### src/rtl/apb_master_exe_w48.sv
// APB requester: turns single-beat valid/ready commands into SETUP/ACCESS transfers.
// Latency: accept at edge N, zero-wait response after N+2; ready is low for the whole transfer.
module apb_master_exe_w48 #(
  parameter int DATA_WIDTH     = 3,
  parameter int ADDR_WIDTH     = 16,
  parameter int TIMEOUT_CYCLES = 16
) (
  input  logic                  i_PCLK,
  input  logic                  i_PRESETn,
  input  logic                  i_req_valid,
  output logic                  o_req_ready,
  input  logic                  i_req_write,
  input  logic [ADDR_WIDTH-1:0] i_req_addr,
  input  logic [DATA_WIDTH-1:0] i_req_wdata,
  output logic                  o_rsp_valid,
  output logic [DATA_WIDTH-1:0] o_rsp_rdata,
  output logic                  o_rsp_err,
  output logic                  o_rsp_timeout,
  output logic [ADDR_WIDTH-1:0] o_PADDR,
  output logic                  o_PSEL,
  output logic                  o_PENABLE,
  output logic                  o_PWRITE,
  output logic [DATA_WIDTH-1:0] o_PWDATA,
  input  logic                  i_PREADY,
  input  logic [DATA_WIDTH-1:0] i_PRDATA,
  input  logic                  i_PSLVERR
);

  localparam int CW = (TIMEOUT_CYCLES > 0) ? $clog2(TIMEOUT_CYCLES + 1) : 1;
  localparam logic [CW-1:0] TO_LAST = (TIMEOUT_CYCLES > 0) ? CW'(TIMEOUT_CYCLES - 1) : '0;
  localparam logic [CW-1:0] CNT_MAX = '1;

  typedef enum logic [1:0] {S_IDLE, S_SETUP, S_ACCESS} state_t;

  state_t                r_state, w_state_nxt;
  logic [CW-1:0]         r_cnt, w_cnt_nxt;
  logic [ADDR_WIDTH-1:0] r_paddr, w_paddr_nxt;
  logic [DATA_WIDTH-1:0] r_pwdata, w_pwdata_nxt;
  logic                  r_pwrite, w_pwrite_nxt;
  logic                  r_psel, w_psel_nxt;
  logic                  r_penable, w_penable_nxt;
  logic                  r_rsp_valid, w_rsp_valid_nxt;
  logic [DATA_WIDTH-1:0] r_rsp_rdata, w_rsp_rdata_nxt;
  logic                  r_rsp_err, w_rsp_err_nxt;
  logic                  r_rsp_timeout, w_rsp_timeout_nxt;

  always_ff @(posedge i_PCLK or negedge i_PRESETn) begin
    if (!i_PRESETn) begin
      r_state       <= S_IDLE;
      r_cnt         <= '0;
      r_paddr       <= '0;
      r_pwdata      <= '0;
      r_pwrite      <= 1'b0;
      r_psel        <= 1'b0;
      r_penable     <= 1'b0;
      r_rsp_valid   <= 1'b0;
      r_rsp_rdata   <= '0;
      r_rsp_err     <= 1'b0;
      r_rsp_timeout <= 1'b0;
    end else begin
      r_state       <= w_state_nxt;
      r_cnt         <= w_cnt_nxt;
      r_paddr       <= w_paddr_nxt;
      r_pwdata      <= w_pwdata_nxt;
      r_pwrite      <= w_pwrite_nxt;
      r_psel        <= w_psel_nxt;
      r_penable     <= w_penable_nxt;
      r_rsp_valid   <= w_rsp_valid_nxt;
      r_rsp_rdata   <= w_rsp_rdata_nxt;
      r_rsp_err     <= w_rsp_err_nxt;
      r_rsp_timeout <= w_rsp_timeout_nxt;
    end
  end

  always_comb begin
    w_state_nxt       = r_state;
    w_cnt_nxt         = r_cnt;
    w_paddr_nxt       = r_paddr;
    w_pwdata_nxt      = r_pwdata;
    w_pwrite_nxt      = r_pwrite;
    w_psel_nxt        = r_psel;
    w_penable_nxt     = r_penable;
    w_rsp_valid_nxt   = 1'b0;
    w_rsp_rdata_nxt   = r_rsp_rdata;
    w_rsp_err_nxt     = r_rsp_err;
    w_rsp_timeout_nxt = r_rsp_timeout;
    case (r_state)
      S_IDLE: begin
        if (i_req_valid) begin
          w_paddr_nxt   = i_req_addr;
          w_pwdata_nxt  = i_req_wdata;
          w_pwrite_nxt  = i_req_write;
          w_psel_nxt    = 1'b1;
          w_penable_nxt = 1'b0;
          w_state_nxt   = S_SETUP;
        end
      end
      S_SETUP: begin
        w_penable_nxt = 1'b1;
        w_cnt_nxt     = '0;
        w_state_nxt   = S_ACCESS;
      end
      S_ACCESS: begin
        // Completion is checked first so PREADY on the threshold edge is never a timeout.
        if (i_PREADY) begin
          w_psel_nxt        = 1'b0;
          w_penable_nxt     = 1'b0;
          w_rsp_valid_nxt   = 1'b1;
          w_rsp_err_nxt     = i_PSLVERR;
          w_rsp_timeout_nxt = 1'b0;
          w_rsp_rdata_nxt   = r_pwrite ? '0 : i_PRDATA;
          w_state_nxt       = S_IDLE;
        end else begin
          if (r_cnt != CNT_MAX) w_cnt_nxt = r_cnt + 1'b1;
          if ((TIMEOUT_CYCLES != 0) && (r_cnt == TO_LAST)) begin
            w_psel_nxt        = 1'b0;
            w_penable_nxt     = 1'b0;
            w_rsp_valid_nxt   = 1'b1;
            w_rsp_err_nxt     = 1'b1;
            w_rsp_timeout_nxt = 1'b1;
            w_rsp_rdata_nxt   = '0;
            w_state_nxt       = S_IDLE;
          end
        end
      end
      default: w_state_nxt = S_IDLE;
    endcase
  end

  assign o_req_ready   = (r_state == S_IDLE);
  assign o_rsp_valid   = r_rsp_valid;
  assign o_rsp_rdata   = r_rsp_rdata;
  assign o_rsp_err     = r_rsp_err;
  assign o_rsp_timeout = r_rsp_timeout;
  assign o_PADDR       = r_paddr;
  assign o_PSEL        = r_psel;
  assign o_PENABLE     = r_penable;
  assign o_PWRITE      = r_pwrite;
  assign o_PWDATA      = r_pwdata;

endmodule

### config.mk
export PLATFORM = sky130hd
export DESIGN_NAME = apb_master_exe_w48
export DESIGN_NICKNAME = d
export VERILOG_FILES = /design/src/rtl/apb_master_exe_w48.sv
export SDC_FILE = /design/constraint.sdc
export NUM_CORES = 1
export LEC_CHECK = 0
export CORE_AREA = 5 5 68 70
export DETAILED_ROUTE_END_ITERATION = 10
export DIE_AREA = 0 0 73 75
export GPL_TIMING_DRIVEN = 0
export HOLD_SLACK_MARGIN = 0.1
export PLACE_DENSITY_LB_ADDON = 0.25
export REMOVE_ABC_BUFFERS = 1
export SLEW_MARGIN = 10
export SYNTH_ARGS = -nofsm -noshare
export SYNTH_HDL_FRONTEND = slang
export SYNTH_SLANG_ARGS = --single-unit
### constraint.sdc
create_clock -name i_PCLK -period 2 [get_ports i_PCLK]
set_input_delay 0.6 -clock i_PCLK [delete_from_list [all_inputs] [get_ports i_PCLK]]
set_output_delay 0.6 -clock i_PCLK [all_outputs]
set_load 0.01 [all_outputs]
==> summary.txt, run 1 <==
Worst hold path
  – Hold Path Class: input port to async pin

Global routing
  – Vias in the first global route: 1,185
  – Initial antenna violation count: 0
  – Gr usage total: 13.2%
  – Largest net degree at the start of global routing: 36
  – First-pass GRT wire length: 5.55 mm
  – Grt total ovfl: 0

Synth
  – Post-synth cell types: 27
  – Synth Instances: 116
  – Mapped Area: 0.00150 sq mm
  – Seq cells post-synth: 35
  – Fraction of the yosys area taken by sequential cells: 58.6%
  – Primary FF master, synth: dfrtp_1
  – Complex-gate fraction of the synthesized area: 8.70%
  – Largest family of logic cells by synthesized area: multiplexers
  – Synth top area share: 58.6%
  – Top cell types by occurrence after synthesis: 35 x dfrtp_1, 20 x mux2_2, 7 x nand2_1
  – Synth warn: 0
  – Synth Area in XOR/XNOR: 0%
  – Simple-gate portion of the synthesized area: 11.0%
  – Mapped Avg Cell Area: 12.9 sq um
  – Ranking of synthesized cells by area: dfrtp_1 59%, mux2_2 15%, a22o_1 2.9%
  – Post-synth EDFFs: 0
  – Most frequent cell after synthesis: dfrtp_1
  – Mux contribution to synthesized area: 15.1%
  – Fraction of registers with async set/reset: 100%
  – Share of synthesized cell area in full adder, half adder and majority cells: 2.51%
  – Synth area leader: dfrtp_1

Finish
  – Fill count: 349
  – Post-layout util: 56.2%
  – Diode count: 0
  – Layout Area Growth over Synthesis: 47.2%
  – Share of layout cells above drive strength 1: 20.0%
  – Layout Cells excl Fill: 225
  – Final Net Count: 205

Die
  – Die H: 75 microns
  – Die span in x: 73 microns
  – Die area: 0.00548 sq mm
  – Core area: 0.00391 sq mm
  – Initial core utilization: 38.2%
  – Io pins: 57
  – Num rows: 23

Timing
  – Max-slew headroom at the worst pin: 48.7%
  – Max Clk Rate: 529 MHz
  – # setup viols final: 0
  – Actual slew at the worst max-slew pin: 770 ps
  – RSZ-0062 raised after global routing: false
  – Max-slew violation count: 0
  – Final min period: 1890 ps
  – Final worst-path cycle share: 94.4%
  – Worst Skew: 6.38 ps
  – Final Hold Viols: 0

Setup path
  – CP max stage cell: clkdlybuf4s50_1
  – Worst setup EP type: flop
  – RR Startpoint: r_cnt[0]
  – Crit. Startpoint: i_req_valid
  – CP Cell Sequence: clkdlybuf4s50_1 -> nand2b_4 -> nor2_4 -> mux2_2
  – Critical Path Start Type: input port
  – Kind of critical path: input port to flop
  – Top delay family on crit path: simple AND/OR/NAND/NOR gates
  – CP Data Required Time: 2160 ps
  – CP peak stage delay: 510 ps
  – Buf/Inv on CP: 1
  – CP Max Fanout: 21
  – CP arrival: 2050 ps

Clock network
  – CTS tree: yes
  – Cts bufs inserted: 5
  – CTS sink count: 35
  – Clock Tree Buf Depth: 2
  – Worst-Skew Late Latency: 280 ps
  – H-tree depth: 2
  – CTS root buf: clkbuf_8
  – Clk slew on worst S/H paths: 70 ps
  – Hold-fix buffers, CTS: 0

Placed design
  – Placer Congestion: 0.775
  – Dpl cells: 216
  – Placed wire-length estimate: 2.38 mm
  – Buffers on Ports: 56

Run status
  – Run status: finished clean

Route
  – DR DRC count: 0
  – DR vias/cell: 4.84
  – WL/cell: 14.7 microns
  – DRT antenna net count: 0
  – Routed wire length: 3.31 mm
  – DR iter-0 viols: 120
  – Via count: 1,088
  – DRT Pass-1 Iters: 4

Pwr
  – Leakage: 0.000937 uW
  – Maximum vdd ir drop: 0.876 mV
  – Total power: 3200 uW
  – Cell Pwr Density: 1450 mW/mm^2

Job
  – Max capacitance violation total: 0
[cell usage in the layout, fill, tap and decap left out, drive strengths merged, types with 3 or more instances in the layout]
cell / count
inv: 6
nand4b: 4
nor2: 6
clkdlybuf4s50: 54
clkbuf: 5
a21oi: 4
a22o: 5
nand2: 7
mux2: 20
dfrtp: 35
ha: 3
nand2b: 3
o21ai: 5
[flip-flops by register name, indices dropped and copies added (netlist names)]
signal and flops:
o_rsp_timeout 1, o_PWDATA 3, o_PWRITE 1, o_PADDR 16, o_PENABLE 1, o_rsp_err 1
o_rsp_rdata 3, o_PSEL 1, o_rsp_valid 1, r_cnt 5, r_state 2
[path summary, 6_finish.rpt]
path	to	slack [ps]	cells after the start
setup / recovery	o_PADDR[5]	110	4
hold reg to reg	o_PADDR[10]	510	1
setup reg to reg	o_PENABLE	230	6
hold / removal	o_PENABLE	390	1
max in group asynchronous	r_state[0]	1070	1
min in group i_PCLK	o_PADDR[10]	510	1
[report_power, final]
part           internal [uW]  switching, uW  total (uW)  leakage, uW
Sequential              1020            195        1210     0.000425
Combinational            830            532        1360     0.000454
Clock                    371            252         623    0.0000581
Total                   2220            979        3200     0.000937
[area by class of cell]
type | instances | area, sq um | area share (%)
inverter | 6 | 22.5 | 1.02
tap | 50 | 62.6 | 2.84
clock buffer | 5 | 68.8 | 3.13
clock inverter | 3 | 43.8 | 1.99
sequential | 35 | 878 | 39.9
multi-input combinational | 69 | 563 | 25.6
timing repair buffer | 57 | 562 | 25.5
[metal layers]
layer,GRT usage [%],share of wire [%]
met2,21.5,49
met3,7.21,11
met4,3.69,0.42
met1,15.0,40
met5,0,0
[repair_timing]
item,4_1_cts,5_1_grt
gates resized for setup,4,0
buffers inserted,1,0
setup endpoints to repair,21,0
[stage by stage]
| stage | hold slack (ps) | setup TNS (ps) | cell area (sq um) | worst slack, ps |
|---|---|---|---|---|
| floorplan | 304 | 0 | 1460 | 272 |
| global placement | 489 | -23680 | 2080 | -496 |
| detailed placement | 494 | -12090 | 2070 | -570 |
| CTS | 417 | 0 | 2200 | 64.1 |
| global route | 459 | 0 | 2200 | 26.7 |
| finish | 388 | 0 | 2200 | 111 |
[worst register-to-register path, delay by kind of cell, from the launching register on]
family / cells / cell delay (ps)
AND/OR/NAND/NOR: 3 / 650
flip-flops: 1 / 410
adder cells (fa/ha/maj): 2 / 390
AO/OA/AOI/OAI: 1 / 180
[cells by family (layout without fill, tap and decap cells)]
group | after synthesis | in the layout
muxes | 20 | 20
buffers and inverters | 12 | 71
AOI/OAI and AO/OA | 19 | 19
DFF | 35 | 35
adders and majority gates | 3 | 3
and+or+nand+nor | 27 | 27
Power figures use the tool's default switching activity.
==> run 2, diff against run 1 <==
--- a/config.mk
+++ b/config.mk
@@ -5,12 +5,12 @@
 export SDC_FILE = /design/constraint.sdc
 export NUM_CORES = 1
 export LEC_CHECK = 0
-export CORE_AREA = 5 5 68 70
+export CORE_AREA = 5 5 61 77
 export DETAILED_ROUTE_END_ITERATION = 10
-export DIE_AREA = 0 0 73 75
+export DIE_AREA = 0 0 66 82
 export GPL_TIMING_DRIVEN = 0
 export HOLD_SLACK_MARGIN = 0.1
-export PLACE_DENSITY_LB_ADDON = 0.25
+export PLACE_DENSITY_LB_ADDON = 0.08
 export REMOVE_ABC_BUFFERS = 1
 export SLEW_MARGIN = 10
 export SYNTH_ARGS = -nofsm -noshare
==> summary.txt, run 2 (synthesis results as in run 1) <==
Setup path
  – Critical Path Start Type: input port
  – Buf/Inv on CP: 1
  – CP arrival: 2050 ps
  – Worst setup EP type: flop
  – Top delay family on crit path: simple AND/OR/NAND/NOR gates
  – CP Cell Sequence: clkdlybuf4s50_1 -> nand2b_4 -> nor2_4 -> mux2_2
  – CP Data Required Time: 2160 ps
  – Crit. Startpoint: i_req_valid
  – RR Startpoint: r_cnt[0]
  – RR Endpoint: r_cnt[0]
  – Worst setup path endpoint: o_PADDR[15]
  – Flop-to-flop setup slack: 230 ps
  – Levels on crit path: 4
  – CP max stage cell: clkdlybuf4s50_1
  – CP Max Fanout: 21
  – CP peak stage delay: 510 ps
  – Kind of critical path: input port to flop
  – Cells on worst reg2reg path: 6

Worst hold path
  – Hold Path Class: input port to async pin

Job
  – Max capacitance violation total: 0

Clock network
  – Cts bufs inserted: 5
  – CTS tree: yes
  – CTS sink count: 35
  – Clock Tree Buf Depth: 2
  – CTS root buf: clkbuf_8
  – Worst-Skew Late Latency: 270 ps
  – Hold-fix buffers, CTS: 0
  – Clk slew on worst S/H paths: 70 ps
  – H-tree depth: 2

Timing
  – Final min period: 1890 ps
  – Final worst-path cycle share: 94.5%
  – Actual slew at the worst max-slew pin: 766 ps
  – Worst Skew: 3.29 ps
  – Post-route setup slack: 110 ps
  – Worst hold slack: 397 ps
  – RSZ-0062 raised after global routing: false
  – # setup viols final: 0
  – Max-slew headroom at the worst pin: 48.9%
  – Final Hold Viols: 0
  – Max-slew violation count: 0
  – Max Clk Rate: 529 MHz

Global routing
  – Initial antenna violation count: 0
  – Gr usage total: 13.8%
  – First-pass GRT wire length: 5.62 mm
  – Grt total ovfl: 0
  – Vias in the first global route: 1,239
  – Largest net degree at the start of global routing: 36

Route
  – Via count: 1,105
  – WL/cell: 14.3 microns
  – DR iter-0 viols: 40
  – DRT Pass-1 Iters: 5
  – DR DRC count: 0
  – Routed wire length: 3.30 mm
  – DR vias/cell: 4.80
  – DRT antenna net count: 0

Die
  – Initial core utilization: 38.0%
  – Core area: 0.00394 sq mm
  – Die span in x: 66 microns
  – Num rows: 26
  – Die area: 0.00541 sq mm
  – Io pins: 57
  – Die H: 82 microns

Placed design
  – Placed wire-length estimate: 2.40 mm
  – Setup WS pre-CTS: -529 ps
  – Dpl cells: 222
  – Placer Congestion: 0.766
  – Buffers on Ports: 56

Finish
  – Share of layout cells above drive strength 1: 19.5%
  – Layout Area Growth over Synthesis: 46.0%
  – Highest-count cells in the layout ignoring fill and taps: 54 x clkdlybuf4s50_1, 33 x dfrtp_1, 20 x mux2_2
  – Diode count: 0
  – Max reg flops: 16
  – Final Net Count: 205
  – Most common cell after layout, fill and taps aside: clkdlybuf4s50_1
  – Layout Cells excl Fill: 230

Pwr
  – Maximum vdd ir drop: 0.688 mV
  – Cell Pwr Density: 1410 mW/mm^2
  – Leakage: 0.000926 uW

Run status
  – Run status: finished clean
## run 2: cell count changes in the layout (fill, tap and decap cells not counted), sizes merged
cell and delta:
bufinv -1, clkinv -1, clkbuf +1
## run 2: cell type report
type,count,area (sq um)
Tap cell,56,70.1
Inverter,6,22.5
Clock buffer,6,82.6
Multi-Input combinational cell,69,563
Sequential cell,35,878
Fill cell,347,1750
Timing Repair Buffer,57,562
Clock inverter,1,5.00
## run 2: per-layer routing
layer	vias up	global-route usage [%]	wire length, microns
li1	520	-	-
met1	539	13.9	1260
met2	41	23.9	1660
met3	5	7.11	328
met4	0	5.49	45
met5	-	0	0
## run 2: through the flow
stage | cell area (sq um) | total power [uW] | setup TNS [ps] | util [%]
floorplan | 1460 | 1820 | 0 | -
detailed placement | 2080 | 2590 | -11140 | 52.9
finish | 2180 | 3070 | 0 | 55.5
global placement | 2090 | 2550 | -24920 | 53.0
CTS | 2180 | 3120 | 0 | 55.5
global route | 2180 | 3300 | 0 | 55.5
## run 2: worst min path at each step
| stage | slack, ps | to | cells past startpoint | start |
|---|---|---|---|---|
| 4_1_cts | 420 | r_cnt[4] | 1 | i_PRESETn |
| 3_5_place_dp | 500 | o_PADDR[4] | 1 | o_PADDR[4] |
| 5_1_grt | 460 | o_PADDR[11] | 1 | i_PRESETn |
| 3_3_place_gp | 490 | o_PADDR[13] | 1 | o_PADDR[13] |
| 2_1_floorplan | 300 | o_PADDR[0] | 0 | i_PRESETn |
| 6_report | 400 | o_rsp_timeout | 1 | i_PRESETn |
## run 2: power breakdown
group | internal [uW] | total (uW) | switching, uW | leakage [uW]
logic | 830 | 1360 | 530 | 0.000454
clock network | 270 | 500 | 230 | 0.0000470
registers | 1020 | 1210 | 196 | 0.000425
total | 2120 | 3070 | 956 | 0.000926
## run 2: repair_timing
item | in CTS | in global routing
gates resized for setup | 4 | 0
endpoints found under the hold margin | 0 | 0
buffers inserted | 1 | 0
setup endpoints to repair | 21 | 0
==> run 3, diff against run 2 <==
--- a/config.mk
+++ b/config.mk
@@ -5,12 +5,13 @@
 export SDC_FILE = /design/constraint.sdc
 export NUM_CORES = 1
 export LEC_CHECK = 0
+export ABC_CLOCK_PERIOD_IN_PS = 2000
 export CORE_AREA = 5 5 61 77
 export DETAILED_ROUTE_END_ITERATION = 10
 export DIE_AREA = 0 0 66 82
 export GPL_TIMING_DRIVEN = 0
 export HOLD_SLACK_MARGIN = 0.1
-export PLACE_DENSITY_LB_ADDON = 0.08
+export PLACE_DENSITY = 0.76
 export REMOVE_ABC_BUFFERS = 1
 export SLEW_MARGIN = 10
 export SYNTH_ARGS = -nofsm -noshare
==> summary.txt, run 3 (synthesis results as in run 1) <==
Setup path
  – CP Max Fanout: 21
  – Kind of critical path: input port to flop
  – CP Data Required Time: 2160 ps
  – Critical Path Start Type: input port
  – Top delay family on crit path: simple AND/OR/NAND/NOR gates
  – CP Cell Sequence: clkdlybuf4s50_1 -> nand2b_4 -> nor2_4 -> mux2_2
  – Levels on crit path: 4
  – Buf/Inv on CP: 1
  – CP max stage cell: clkdlybuf4s50_1
  – Worst setup EP type: flop
  – CP peak stage delay: 510 ps
  – CP arrival: 2080 ps
  – Cells on worst reg2reg path: 6

Run status
  – Run status: finished clean

Route
  – DRT Pass-1 Iters: 4
  – DRT antenna net count: 0
  – DR DRC count: 0
  – DR iter-0 viols: 67
  – Via count: 1,137
  – DR vias/cell: 4.90
  – Routed wire length: 3.41 mm
  – WL/cell: 14.7 microns

Global routing
  – Gr usage total: 13.5%
  – Vias in the first global route: 1,200
  – First-pass GRT wire length: 5.39 mm
  – Largest net degree at the start of global routing: 36
  – Initial antenna violation count: 0
  – Grt total ovfl: 0

Timing
  – Final min period: 1920 ps
  – Final worst-path cycle share: 96.2%
  – Post-route setup slack: 75.0 ps
  – RSZ-0062 raised after global routing: false
  – Max-slew headroom at the worst pin: 48.0%
  – # setup viols final: 0
  – Worst Skew: 4.45 ps
  – Max-slew violation count: 0
  – Max Clk Rate: 519 MHz
  – Actual slew at the worst max-slew pin: 780 ps
  – Final Hold Viols: 0

Die
  – Core area: 0.00394 sq mm
  – Die span in x: 66 microns
  – Die H: 82 microns
  – Initial core utilization: 38.0%
  – Num rows: 26
  – Io pins: 57
  – Die area: 0.00541 sq mm

Finish
  – Area of the multi-input gates: 563 sq um
  – Highest-count cells in the layout ignoring fill and taps: 54 x clkdlybuf4s50_1, 33 x dfrtp_1, 20 x mux2_2
  – Most common cell after layout, fill and taps aside: clkdlybuf4s50_1
  – Register Area: 878 sq um
  – Layout Area Growth over Synthesis: 47.4%
  – Fill count: 345
  – Diode count: 0
  – Share of layout cells above drive strength 1: 19.9%
  – Final Net Count: 206
  – Max reg flops: 16
  – Layout Cells excl Fill: 232

Clock network
  – CTS tree: yes
  – Clock Tree Buf Depth: 2
  – CTS sink count: 35
  – Hold-fix buffers, CTS: 0
  – H-tree depth: 2
  – Cts bufs inserted: 5
  – Clk slew on worst S/H paths: 70 ps
  – CTS root buf: clkbuf_8
  – Worst-Skew Late Latency: 270 ps

Pwr
  – Maximum vdd ir drop: 0.703 mV
  – Leakage: 0.000936 uW
  – Cell Pwr Density: 1420 mW/mm^2

Placed design
  – Setup WS pre-CTS: -573 ps
  – Placer Congestion: 0.759
  – Buffers on Ports: 56
  – Placed wire-length estimate: 2.52 mm
  – Dpl cells: 222

Job
  – Max capacitance violation total: 0

Worst hold path
  – Hold Path Class: input port to async pin
-- run 3: power by group --
| group | internal, uW | total, uW | switching (uW) |
|---|---|---|---|
| Clock | 314 | 543 | 229 |
| Combinational | 843 | 1400 | 559 |
| Sequential | 1020 | 1180 | 165 |
-- run 3: routing by layer --
| metal | wire [microns] | global-route usage [%] |
|---|---|---|
| met5 | 0 | 0 |
| met4 | 72 | 8.54 |
| met3 | 248 | 4.51 |
| met2 | 1880 | 24.5 |
| met1 | 1210 | 12.9 |
-- run 3: area by class of cell --
type,instances,share of cell area (%)
Sequential cell,35,39.9
Clock buffer,8,4.54
Inverter,6,1.02
Timing Repair Buffer,58,25.8
Tap cell,56,3.18
Multi-Input combinational cell,69,25.6
-- run 3: worst register-to-register path, stage by stage (launching register included) --
cell,delay [ps]
dfrtp_1,420
ha_1,260
and3_1,220
ha_1,230
nor2_4,180
a21oi_1,140
a22o_1,250
-- run 3: timing repair --
action / 4_1_cts / 5_1_grt
gates resized for setup: 4 / 0
endpoints found under the setup margin: 21 / 0
buffers inserted: 2 / 0
-- run 3: path summary, 6_finish.rpt --
kind	endpoint	slack, ps	from
setup reg to reg	r_cnt[0]	200	r_cnt[0]
max in group asynchronous	r_state[0]	1060	i_PRESETn
hold / removal	o_PSEL	390	i_PRESETn
setup / recovery	o_PWDATA[2]	80	i_req_valid
min in group i_PCLK	o_PADDR[11]	500	o_PADDR[11]
hold reg to reg	o_PADDR[11]	500	o_PADDR[11]
-- run 3: per-stage QoR --
| step | area (sq um) | setup TNS (ps) | hold WS [ps] | power (uW) | util, % |
|---|---|---|---|---|---|
| 6_report | 2200 | 0 | 393 | 3130 | 56.0 |
| 4_1_cts | 2200 | 0 | 420 | 3180 | 56.0 |
| 3_5_place_dp | 2080 | -11690 | 494 | 2590 | 52.9 |
| 3_3_place_gp | 2090 | -21260 | 490 | 2530 | 53.0 |
| 2_1_floorplan | 1460 | 0 | 304 | 1820 | - |
| 5_1_grt | 2200 | 0 | 461 | 3320 | 56.0 |
